[src/rtl/pixel_replication_2x.sv]
// pixel_replication_2x: 2x nearest-neighbour upscaler. Each input row is
// stored in a line buffer and emitted twice with every pixel doubled.
// Build option: define PIXEL_REPLICATION_INTERP_H_EN to replace every odd
// output pixel with the rounded mean of its two horizontal neighbours.
// Ports:
//   clk, reset_n                - clock, async active-low reset
//   start                       - begin a frame (sampled in IDLE only)
//   pixel_in/in_valid/in_ready  - input pixel stream, raster order
//   pixel_out/out_valid/out_ready - output pixel stream, raster order
//   out_eol, out_eof            - last pixel of output row / of frame
//   busy, done                  - not idle / one-cycle end-of-frame pulse
module pixel_replication_2x #(
    parameter int IMG_W = 160,
    parameter int IMG_H = 120
) (
    input  logic       clk,
    input  logic       reset_n,
    input  logic       start,
    input  logic [7:0] pixel_in,
    input  logic       in_valid,
    output logic       in_ready,
    output logic [7:0] pixel_out,
    output logic       out_valid,
    input  logic       out_ready,
    output logic       out_eol,
    output logic       out_eof,
    output logic       busy,
    output logic       done
);

    localparam int CW = $clog2(2 * IMG_W);
    localparam int KW = CW - 1;
    localparam int RW = (IMG_H > 1) ? $clog2(IMG_H) : 1;

    localparam logic [CW-1:0] LAST_L = CW'(IMG_W - 1);
    localparam logic [CW-1:0] LAST_E = CW'(2 * IMG_W - 1);
    localparam logic [RW-1:0] LAST_R = RW'(IMG_H - 1);

    typedef enum logic [2:0] {
        S_IDLE,
        S_LOAD,
        S_EMIT0,
        S_EMIT1,
        S_DONE
    } state_t;

    state_t        state_q, state_d;
    logic [CW-1:0] col_q, col_d;
    logic [RW-1:0] row_q, row_d;
    logic          iss_done_q, iss_done_d;

    // Stage 1: registered line-buffer read with its row/frame markers.
    logic          s1_valid_q, s1_valid_d;
    logic [7:0]    s1_pix_q, s1_pix_d;
    logic          s1_eol_q, s1_eol_d;
    logic          s1_eof_q, s1_eof_d;

    // Stage 2: output registers.
    logic          ov_q, ov_d;
    logic [7:0]    pix_q, pix_d;
    logic          eol_q, eol_d;
    logic          eof_q, eof_d;

    logic [7:0]    line_q [IMG_W];

    logic          adv;
    logic          issue;
    logic [KW-1:0] rd_k;
    logic [7:0]    rd_pix;
`ifdef PIXEL_REPLICATION_INTERP_H_EN
    localparam logic [KW-1:0] LAST_K = KW'(IMG_W - 1);
    logic [KW-1:0] rd_kn;
    logic [8:0]    sum;
`endif

    // Line buffer: no reset, contents are always rewritten before use.
    always_ff @(posedge clk) begin
        if (state_q == S_LOAD && in_valid)
            line_q[col_q[KW-1:0]] <= pixel_in;
    end

    always_comb begin
        // Whole pipeline moves when the output register is free or draining.
        adv   = !ov_q || out_ready;
        issue = adv && ((state_q == S_EMIT0) ||
                        (state_q == S_EMIT1 && !iss_done_q));
        rd_k  = col_q[CW-1:1];
`ifdef PIXEL_REPLICATION_INTERP_H_EN
        // Clamping k+1 at the right edge makes the mean equal buf[k].
        rd_kn  = (rd_k == LAST_K) ? rd_k : rd_k + 1'b1;
        sum    = {1'b0, line_q[rd_k]} + {1'b0, line_q[rd_kn]} + 9'd1;
        rd_pix = col_q[0] ? sum[8:1] : line_q[rd_k];
`else
        rd_pix = line_q[rd_k];
`endif
    end

    always_comb begin
        state_d    = state_q;
        col_d      = col_q;
        row_d      = row_q;
        iss_done_d = iss_done_q;
        s1_valid_d = s1_valid_q;
        s1_pix_d   = s1_pix_q;
        s1_eol_d   = s1_eol_q;
        s1_eof_d   = s1_eof_q;
        ov_d       = ov_q;
        pix_d      = pix_q;
        eol_d      = eol_q;
        eof_d      = eof_q;

        if (adv) begin
            ov_d       = s1_valid_q;
            pix_d      = s1_pix_q;
            eol_d      = s1_eol_q;
            eof_d      = s1_eof_q;
            s1_valid_d = issue;
            if (issue) begin
                s1_pix_d = rd_pix;
                s1_eol_d = (col_q == LAST_E);
                s1_eof_d = (state_q == S_EMIT1) && (row_q == LAST_R) &&
                           (col_q == LAST_E);
            end
        end

        case (state_q)
            S_IDLE: begin
                if (start) begin
                    state_d = S_LOAD;
                    col_d   = '0;
                    row_d   = '0;
                end
            end
            S_LOAD: begin
                if (in_valid) begin
                    if (col_q == LAST_L) begin
                        state_d = S_EMIT0;
                        col_d   = '0;
                    end else begin
                        col_d = col_q + 1'b1;
                    end
                end
            end
            // EMIT0 hands over to EMIT1 as soon as its last read issues,
            // so the two copies of the row stream without a bubble.
            S_EMIT0: begin
                if (issue) begin
                    if (col_q == LAST_E) begin
                        state_d = S_EMIT1;
                        col_d   = '0;
                    end else begin
                        col_d = col_q + 1'b1;
                    end
                end
            end
            // EMIT1 stays until its last pixel has actually left, so the
            // next row load and the done pulse follow the final transfer.
            S_EMIT1: begin
                if (issue) begin
                    if (col_q == LAST_E)
                        iss_done_d = 1'b1;
                    else
                        col_d = col_q + 1'b1;
                end
                if (iss_done_q && !s1_valid_q && ov_q && out_ready) begin
                    iss_done_d = 1'b0;
                    col_d      = '0;
                    if (row_q == LAST_R) begin
                        state_d = S_DONE;
                    end else begin
                        state_d = S_LOAD;
                        row_d   = row_q + 1'b1;
                    end
                end
            end
            S_DONE:  state_d = S_IDLE;
            default: state_d = S_IDLE;
        endcase
    end

    always_ff @(posedge clk or negedge reset_n) begin
        if (!reset_n) begin
            state_q    <= S_IDLE;
            col_q      <= '0;
            row_q      <= '0;
            iss_done_q <= 1'b0;
            s1_valid_q <= 1'b0;
            s1_pix_q   <= '0;
            s1_eol_q   <= 1'b0;
            s1_eof_q   <= 1'b0;
            ov_q       <= 1'b0;
            pix_q      <= '0;
            eol_q      <= 1'b0;
            eof_q      <= 1'b0;
        end else begin
            state_q    <= state_d;
            col_q      <= col_d;
            row_q      <= row_d;
            iss_done_q <= iss_done_d;
            s1_valid_q <= s1_valid_d;
            s1_pix_q   <= s1_pix_d;
            s1_eol_q   <= s1_eol_d;
            s1_eof_q   <= s1_eof_d;
            ov_q       <= ov_d;
            pix_q      <= pix_d;
            eol_q      <= eol_d;
            eof_q      <= eof_d;
        end
    end

    assign in_ready  = (state_q == S_LOAD);
    assign busy      = (state_q != S_IDLE);
    assign done      = (state_q == S_DONE);
    assign out_valid = ov_q;
    assign pixel_out = pix_q;
    assign out_eol   = eol_q;
    assign out_eof   = eof_q;

endmodule

[config.mk]
export PLATFORM = sky130hd
export DESIGN_NAME = pixel_replication_2x
export DESIGN_NICKNAME = d
export VERILOG_FILES = /design/src/rtl/pixel_replication_2x.sv
export SDC_FILE = /design/constraint.sdc
export NUM_CORES = 1
export LEC_CHECK = 0
export ABC_AREA = 1
export BUFFER_PORTS_ARGS = -buffer_cell sky130_fd_sc_hd__buf_2
export CAP_MARGIN = 5
export CORE_ASPECT_RATIO = 2
export CORE_MARGIN = 2
export CORE_UTILIZATION = 40
export CTS_CLUSTER_SIZE = 25
export DETAILED_ROUTE_END_ITERATION = 16
export GPL_ROUTABILITY_DRIVEN = 0
export GPL_TIMING_DRIVEN = 0
export RECOVER_POWER = 100
export SYNTH_ARGS = -nofsm -noshare
export SYNTH_HDL_FRONTEND = slang
export SYNTH_SLANG_ARGS = --single-unit
[constraint.sdc]
create_clock -name clk -period 2.7 [get_ports clk]
set_clock_uncertainty 0.2 [all_clocks]
set_input_delay 0.135 -clock clk [delete_from_list [all_inputs] [get_ports clk]]
set_output_delay 0.135 -clock clk [all_outputs]
set_load 0.02 [all_outputs]
* Yosys cells after proc, flatten, opt, wreduce, memory -nomap -nowiden
Memory sizes are Yosys's and may differ from the RTL's. A register that Yosys moved wholly into a read port is not among the register bits.
Cells that the tools add are included.
** Storage, ports and cells
- Bits in registers :: 34
- Latch bits :: 0
- RAM bits :: 1280
- Bits in read-only memories :: 0
- Bits of input ports :: 13
- Output and inout bits :: 14
- Word-level logic and storage cells :: 81
- Memories :: 1
** Memory list
- line_q :: depth 160, bits a word 8, rd ports 1, clocked after memory_dff 1, write ports 1, RTL line 64 : logic [7:0] line_q [IMG_W];
** Cells by class
- $add $sub $neg :: 2
- Multipliers :: 0
- Divide/modulo/power cells :: 0
- Magnitude comparators :: 0
- Equality and inequality tests :: 16
- Shift operators :: 0
- Muxes and demuxes :: 26
- Bitwise operators :: 0
- Reductions and logical operators :: 25
** Operators by type and width (number)
- $mux W9 :: 8
- $pmux W9 S4 :: 1
- $mux W3 :: 7
- $mux W7 :: 3
- $pmux W7 S2 :: 1
- $pmux W3 S4 :: 1
- $reduce_and A6 Y1 :: 2
- $add A9 B1 Y9 const B :: 1
- $eq A9 B8 Y1 const B :: 1
- $eq A9 B9 Y1 const B :: 1
- $logic_and A1 B1 Y1 :: 8
- $ne A2 B2 Y1 const B :: 4
- $add A7 B1 Y7 const B :: 1
- $eq A7 B7 Y1 const B :: 1
- $eq A3 B2 Y1 const B :: 2
- $ne A2 B1 Y1 const B :: 3
- $ne A3 B2 Y1 const B :: 2
- $reduce_bool A2 Y1 :: 3
- $mux W1 :: 5
- $logic_not A1 Y1 :: 4
- $reduce_and A4 Y1 :: 1
- $reduce_bool A4 Y1 :: 1
- $eq A3 B1 Y1 const B :: 1
- $eq A3 B3 Y1 const B :: 1
- 5 further kinds :: 6

* Logic depth before layout (Yosys ltp)
Gate-level depths: netlist of the first run.
- Depth after elaboration :: 7
- Gate-level depth with buffers :: 15
- Depth with buffers taken out :: 12

* Worst setup path before layout of the first run
Ideal clock, no wire load.
- Path type :: reg2reg
- Start :: register col_q[1]
- End :: memory line_q[0][0] (enable)
- Setup time :: 0.370 ns
- Data arrival time :: 2.087 ns
- Data required time :: 2.130 ns
- Setup slack :: 0.042 ns
- Stages on the path, launching flop included :: 11
- Path buffers :: 4
- Period minus slack after synthesis :: 2.658 ns
- Path through :: dfrtp_1 buf_6 inv_4 buf_2 buf_2 buf_2 ha_1 inv_1 nor2_1 nand2_1 nor2_1
** RTL lines
- start: declaration :: RTL line 48 : logic [CW-1:0] col_q, col_d;
- start signal: assignment :: RTL line 197 : col_q <= col_d;
- end: declaration :: RTL line 64
No word-level cell before the write port.

==> results.cfg, run 1 <==
[detailed_routing]
vias_per_cell = 5.14
wl_per_cell_um = 23.1
first_pass_iters = 9
ant_nets = 0
drtIter0Drc = 4075
drt_wl_total_mm = 175
route.detailed.drc = 0
vias = 38800

[place]
hpwl_mm = 116
dp_slack_ps = -2060
portBuffers = 26
post-place-cells = 7265

[synth]
synth.yosys.seq_area_share_pct = 69.3
synth-edff-count = 1280
ys_warn_count = 0
syn-num-nets = 5365
synth-seq-cells = 1322
ys_types = 38
async_flop_share_pct = 3.18
synth_top_cell_area_share_pct = 67.4
avgSynthCellArea_um2 = 10.7
yosysTopAreaCell = edfxtp_1
synth_area_leaders = edfxtp_1 67%, nand2_1 8.4%, inv_1 5.6%, nor2_1 4.8%, nand3_1 3.8%
syn_area_mm2 = 0.0570
synthFlopType = edfxtp_1
syn-instance-count = 5347

[global_routing]
grt_max_degree = 117
grt_overflow = 0
antenna_found_initial = 2
grt_usage_pct = 23.5
grt_pass1_wl_mm = 248
grt_pass1_vias = 37300

[finish]
fin_cells = 7558
fill_cells = 12700
drive_above_1_share_pct = 14.7
nets = 5591
syn_to_final_growth_pct = 17.6
fin_util_pct = 47.2

[sta]
worst_slack_ps = -252
slew_headroom_pct = -48.6
min_period_ps = 2950
rsz0062_at_grt = yes
fmax_ghz = 0.339
worstMarginPinSlew_ps = 2230
period_share_pct = 109
tns_ps = -7470
finalSetupViolations = 230
finalHoldViolCount = 0
timing.final.max_slew_violations = 511
fin_hold_ws_ps = 211

[floorplanning]
dieArea_mm2 = 0.146
coreArea_mm2 = 0.142
start_util_pct = 40.1
rows = 196
die_y_um = 538
io_pins = 27
fp.dieW_um = 271

[clock_tree]
clock_path_buffers = 3
clock-sinks = 1322
h-tree-depth = 3
cts-root-buf = clkbuf_16
clk_latency_ps = 770
cts_tree = done
cts_made_buffers = 121
clk_pin_slew_ps = 70

[critical_path]
end_kind = flip-flop
worstSetupPathType = reg2reg
cp-start-kind = flip-flop
crit_arrival_ps = 3400
critPathMaxFanout = 10
r2r_cells = 13
critPathSlowestCell = dfrtp_1
crit_chain = buf_8 > buf_12 > buf_2 > or2_1 > o211ai_1 > nand2_1 > nor2_1 > nor2_1 > nor2_1 > nand3_1 > nand2_1 > o21bai_4 > nand2_1
crit_path_max_incr_delay_ps = 410
worst_ep_required_time_ps = 3140

[status]
violations = max-capacitance violations, max-slew violations, negative setup slack
status = finished, violations left

[min_path]
holdCritPathClass = in2reg
hold_depth = 5

[flow_run]
maxCapViolCount = 7

[power]
power_density_mw_per_mm2 = 841
leakagePower_nw = 26.4
peakVddDrop_v = 0.000609
==> layout by cell type, fill, tap and decap left out, drive strengths merged, types with 3 or more instances in the layout <==
| cell type | n |
|---|---|
| o21a | 17 |
| edfxtp | 1280 |
| nand4 | 9 |
| clkinvlp | 11 |
| dfrtp | 42 |
| nor3 | 4 |
| nand2 | 1288 |
| nor3b | 3 |
| dlygate4sd3 | 13 |
| o21bai | 8 |
| nor2 | 732 |
| a21oi | 14 |
| or2 | 145 |
| o21ai | 111 |
| mux2 | 10 |
| clkbuf | 232 |
| buf | 233 |
| bufinv | 14 |
| ha | 5 |
| nand3 | 439 |
| inv | 866 |
| clkinv | 58 |
| o211ai | 137 |
==> final timing paths <==
| path | endpoint | start | slack (ps) |
|---|---|---|---|
| worst max-delay path | s1_pix_q[3]$_DFFE_PN0P_ | col_q[1]$_DFFE_PN0P_ | -250 |
| worst min-delay path | out_eol$_DFFE_PN0P_ | out_ready | 210 |
| worst max register to register | s1_pix_q[3]$_DFFE_PN0P_ | col_q[1]$_DFFE_PN0P_ | -250 |
| worst min register to register | s1_eol_q$_DFFE_PN0P_ | s1_eol_q$_DFFE_PN0P_ | 280 |
| max in group asynchronous | col_q[4]$_DFFE_PN0P_ | reset_n | 1000 |
| min in group asynchronous | s1_pix_q[6]$_DFFE_PN0P_ | reset_n | 550 |
==> sequential cells by signal, summed over array words and instances (netlist names), 3 cells and up <==
register,flops
row_q,7
pixel_out,8
state_q,3
s1_pix_q,8
line_q,1280
col_q,9
==> cells in the mapped netlist (2+ instances only) <==
cell and instances:
o21a_1 17, nor2_1 729, buf_6 39, a21oi_1 14
o21ai_1 6, or2_1 79, o21ai_0 105, or2_2 27
nor3b_1 2, buf_2 120, nand4_1 9, o21bai_1 8
dfrtp_1 42, clkinv_1 2, nand3_1 438, edfxtp_1 1280
inv_1 854, nor2_2 2, nand2_1 1281, nor3_1 4
o211ai_1 136, buf_1 10, inv_2 5, buf_4 18
mux2_2 10, or2_0 39, ha_1 5, nor4_1 2
clkbuf_1 55
==> metrics by stage <==
stage / total power [mW] / instance area (um^2)
2_1_floorplan: 31.1 / 57000
5_1_grt: 58.1 / 67000
3_3_place_gp: 36.9 / 59500
4_1_cts: 55.5 / 66600
6_report: 56.4 / 67000
3_5_place_dp: 37.0 / 59900
==> layer usage <==
metal	vias to the layer above	track usage, %	wire length, um
li1	17800	-	-
met1	18800	29.4	67000
met2	1781	39.1	83100
met3	415	4.13	14500
met4	0	11.8	10100
met5	-	0	0
==> cells by family after synthesis <==
kind of cell             Yosys count  synth area share (%)
AND/OR/NAND/NOR                 2616                  18.9
adder cells (fa/ha/maj)            5                 0.110
AO/OA/AOI/OAI                    288                  3.26
buffers and inverters           1106                  8.21
multiplexers                      10                 0.198
flip-flops                      1322                  69.3
==> power breakdown <==
part	switching, mW	internal (mW)
clock network	7.81	9.62
logic	11.3	4.69
registers	0.202	22.8
total	19.3	37.1
==> critical path: cells and delay by family (launching register included) <==
kind / cells / cell delay, ps
compound gates: 2 / 280
buf+inv: 3 / 570
flops: 1 / 410
simple gates: 8 / 1350
==> what timing repair did <==
action | in CTS | in global routing
hold endpoints to repair | 670 | 0
endpoints found under the setup margin | 1294 | 886
hold buffers | 14 | 0
gates resized for setup | 597 | 163
gates cloned | 4 | 3
setup buffers | 36 | 9
pin swaps | 45 | 32
==> layout make-up <==
type / instances / area, um^2 / share of cell area (%)
clock buffers: 138 / 3110 / 4.64
multi-input cells: 2925 / 15000 / 22.4
diodes: 2 / 5.00 / 0.00747
flip-flops and latches: 1322 / 39500 / 58.9
repair buffers: 97 / 1040 / 1.55
well taps: 1881 / 2350 / 3.51
inverters: 862 / 3250 / 4.85
clock inverters: 87 / 852 / 1.27
plain buffers: 244 / 1940 / 2.90
Power figures use the tool's default switching activity.
==> run 2: changes to the inputs <==
Settings changed: GPL_TIMING_DRIVEN 0 to 1.
==> run 2 against run 1 <==
The flow still finishes with violations (max-capacitance violations, max-slew violations, negative setup slack). Die area stayed put. Core utilization is 0.20 points higher. Maximum frequency is 7.0% higher. Clock-buffer cell count is 3 higher. Critical path depth is 3 lower. Routed wire length is 11% lower. Design area is 0.42% higher. Non-clock buffer count is 172 higher. Critical endpoint is now line_q[147][1]$_DFFE_PP_. Largest cell class unchanged. Largest power group unchanged.
==> results.cfg, run 2 (synthesis gave the netlist of run 1 again) <==
[status]
status = finished, violations left
violations = max-capacitance violations, max-slew violations, negative setup slack

[detailed_routing]
vias_per_cell = 4.99
route.detailed.drc = 0
vias = 38500
ant_nets = 0
wl_per_cell_um = 20.1
first_pass_iters = 5
drt_wl_total_mm = 155
drtIter0Drc = 3779

[floorplanning]
die_y_um = 538
io_pins = 27
dieArea_mm2 = 0.146
fp.dieW_um = 271
start_util_pct = 40.1
rows = 196
coreArea_mm2 = 0.142

[critical_path]
crit_arrival_ps = 3000
end_kind = flip-flop
r2r_cells = 10
crit_path_max_incr_delay_ps = 400
critPathSlowestCell = dfrtp_1
path_common_cell = buf_4
critPathMaxFanout = 6
cp-start-kind = flip-flop
crit_chain = inv_1 > nand3_1 > inv_1 > nand2_2 > nor2_1 > buf_4 > nand2_1 > buf_4 > nor2_1 > buf_4
worstSetupPathType = reg2reg
worst_ep_required_time_ps = 2940

[finish]
fill_cells = 12700
layout_commonest_cell = edfxtp_1
stdcell_area_mm2 = 0.0673
syn_to_final_growth_pct = 18.1
multi_input_area_mm2 = 0.0132
diodes = 0
drive_above_1_share_pct = 13.7
nets = 5754
largest_register_ffs = 1280
layout_common_cells = 1,280 x edfxtp_1, 1,255 x nand2_1, 854 x inv_1
fin_cells = 7711
seqCellArea_mm2 = 0.0395

[sta]
fin_hold_ws_ps = 177
min_period_ps = 2760
period_share_pct = 102
tns_ps = -1250
rsz0062_at_grt = yes
finalHoldViolCount = 0
finalSetupViolations = 65
worstMarginPinSlew_ps = 2320
fmax_ghz = 0.362
worst_slack_ps = -59.7
timing.final.max_slew_violations = 214
slew_headroom_pct = -54.5

[clock_tree]
cts_tree = done
clk_pin_slew_ps = 60
clock-sinks = 1322
clk_latency_ps = 760
cts_made_buffers = 117
cts-root-buf = clkbuf_16
clock_path_buffers = 3
h-tree-depth = 3

[power]
clockPowerShare_pct = 31.6
total_power_mw = 55.0
power_density_mw_per_mm2 = 817
peakVddDrop_v = 0.000582
leakagePower_nw = 27.6
combPwrFrac_pct = 26.5
pwr-share-seq_pct = 41.9
switchingPower_mw = 16.9
sw_frac_of_total_pct = 30.7
p_int_mw = 38.1

[global_routing]
grt_max_degree = 79
antenna_found_initial = 1
grt_pass1_vias = 37900
grt_overflow = 0
grt_usage_pct = 21.2
grt_pass1_wl_mm = 233

[place]
hpwl_mm = 98.8
portBuffers = 26
post-place-cells = 7437
detailed_place.area_mm2 = 0.0621

[flow_run]
maxCapViolCount = 4

[min_path]
hold_depth = 5
holdCritPathClass = in2reg
-- run 2: cell type report --
class | count | area share [%]
clock buffers | 141 | 4.64
well taps | 1881 | 3.50
multi-input cells | 2919 | 19.6
repair buffers | 513 | 7.55
repair inverters | 1 | 0.0130
clock inverters | 72 | 1.22
flip-flops and latches | 1322 | 58.7
inverters | 862 | 4.85
-- run 2: metal layers --
layer	share of wire (%)	up-vias	GRT usage [%]	wire length [um]
li1	-	18100	-	-
met1	41	18800	27.9	64400
met2	48	1334	35.4	74500
met3	6.2	290	2.85	9640
met4	4.3	2	8.81	6720
met5	0.0071	-	0	11
-- run 2: through the flow --
| step | util, % | setup WS, ps |
|---|---|---|
| 2_1_floorplan | - | 42.3 |
| 3_3_place_gp | 43.7 | -242 |
| 3_5_place_dp | 43.7 | -275 |
| 4_1_cts | 47.2 | 1.45 |
| 5_1_grt | 47.4 | -125 |
| 6_report | 47.4 | -59.7 |
-- run 2: worst paths after layout --
path / startpoint / end / slack, ps
max: state_q[2]$_DFFE_PN0P_ / line_q[147][1]$_DFFE_PP_ / -60
max in group asynchronous: reset_n / s1_eol_q$_DFFE_PN0P_ / 1390
max reg2reg: state_q[2]$_DFFE_PN0P_ / line_q[147][1]$_DFFE_PP_ / -60
min: out_ready / out_valid$_DFFE_PN0P_ / 180
min reg2reg: s1_valid_q$_DFFE_PN0P_ / out_valid$_DFFE_PN0P_ / 290
min in group asynchronous: reset_n / pixel_out[6]$_DFFE_PN0P_ / 410
-- run 2: repair_timing --
| action | 4_1_cts | 5_1_grt |
|---|---|---|
| buffers inserted | 16 | 12 |
| hold buffers | 14 | 0 |
| gates cloned | 15 | 5 |
| gates resized for setup | 65 | 107 |
| pin swaps | 21 | 39 |
| hold endpoints to repair | 1291 | 0 |
| endpoints found under the setup margin | 8 | 398 |
-- run 2: critical path, delay by kind of cell, from the launching register on --
kind,cells,cell delay [ps]
buffers and inverters,5,1030
and+or+nand+nor,5,810
DFF,1,400
-- run 2: power groups by stage --
stage / clock [mW] / sequential, mW / combinational, mW
global placement: 0 / 23.5 / 12.5
finish: 17.4 / 23.1 / 14.6
global route: 18.4 / 23.1 / 15.8
floorplan: 0 / 23.4 / 7.74
CTS: 17.6 / 23.0 / 14.0
detailed placement: 0 / 23.5 / 12.6
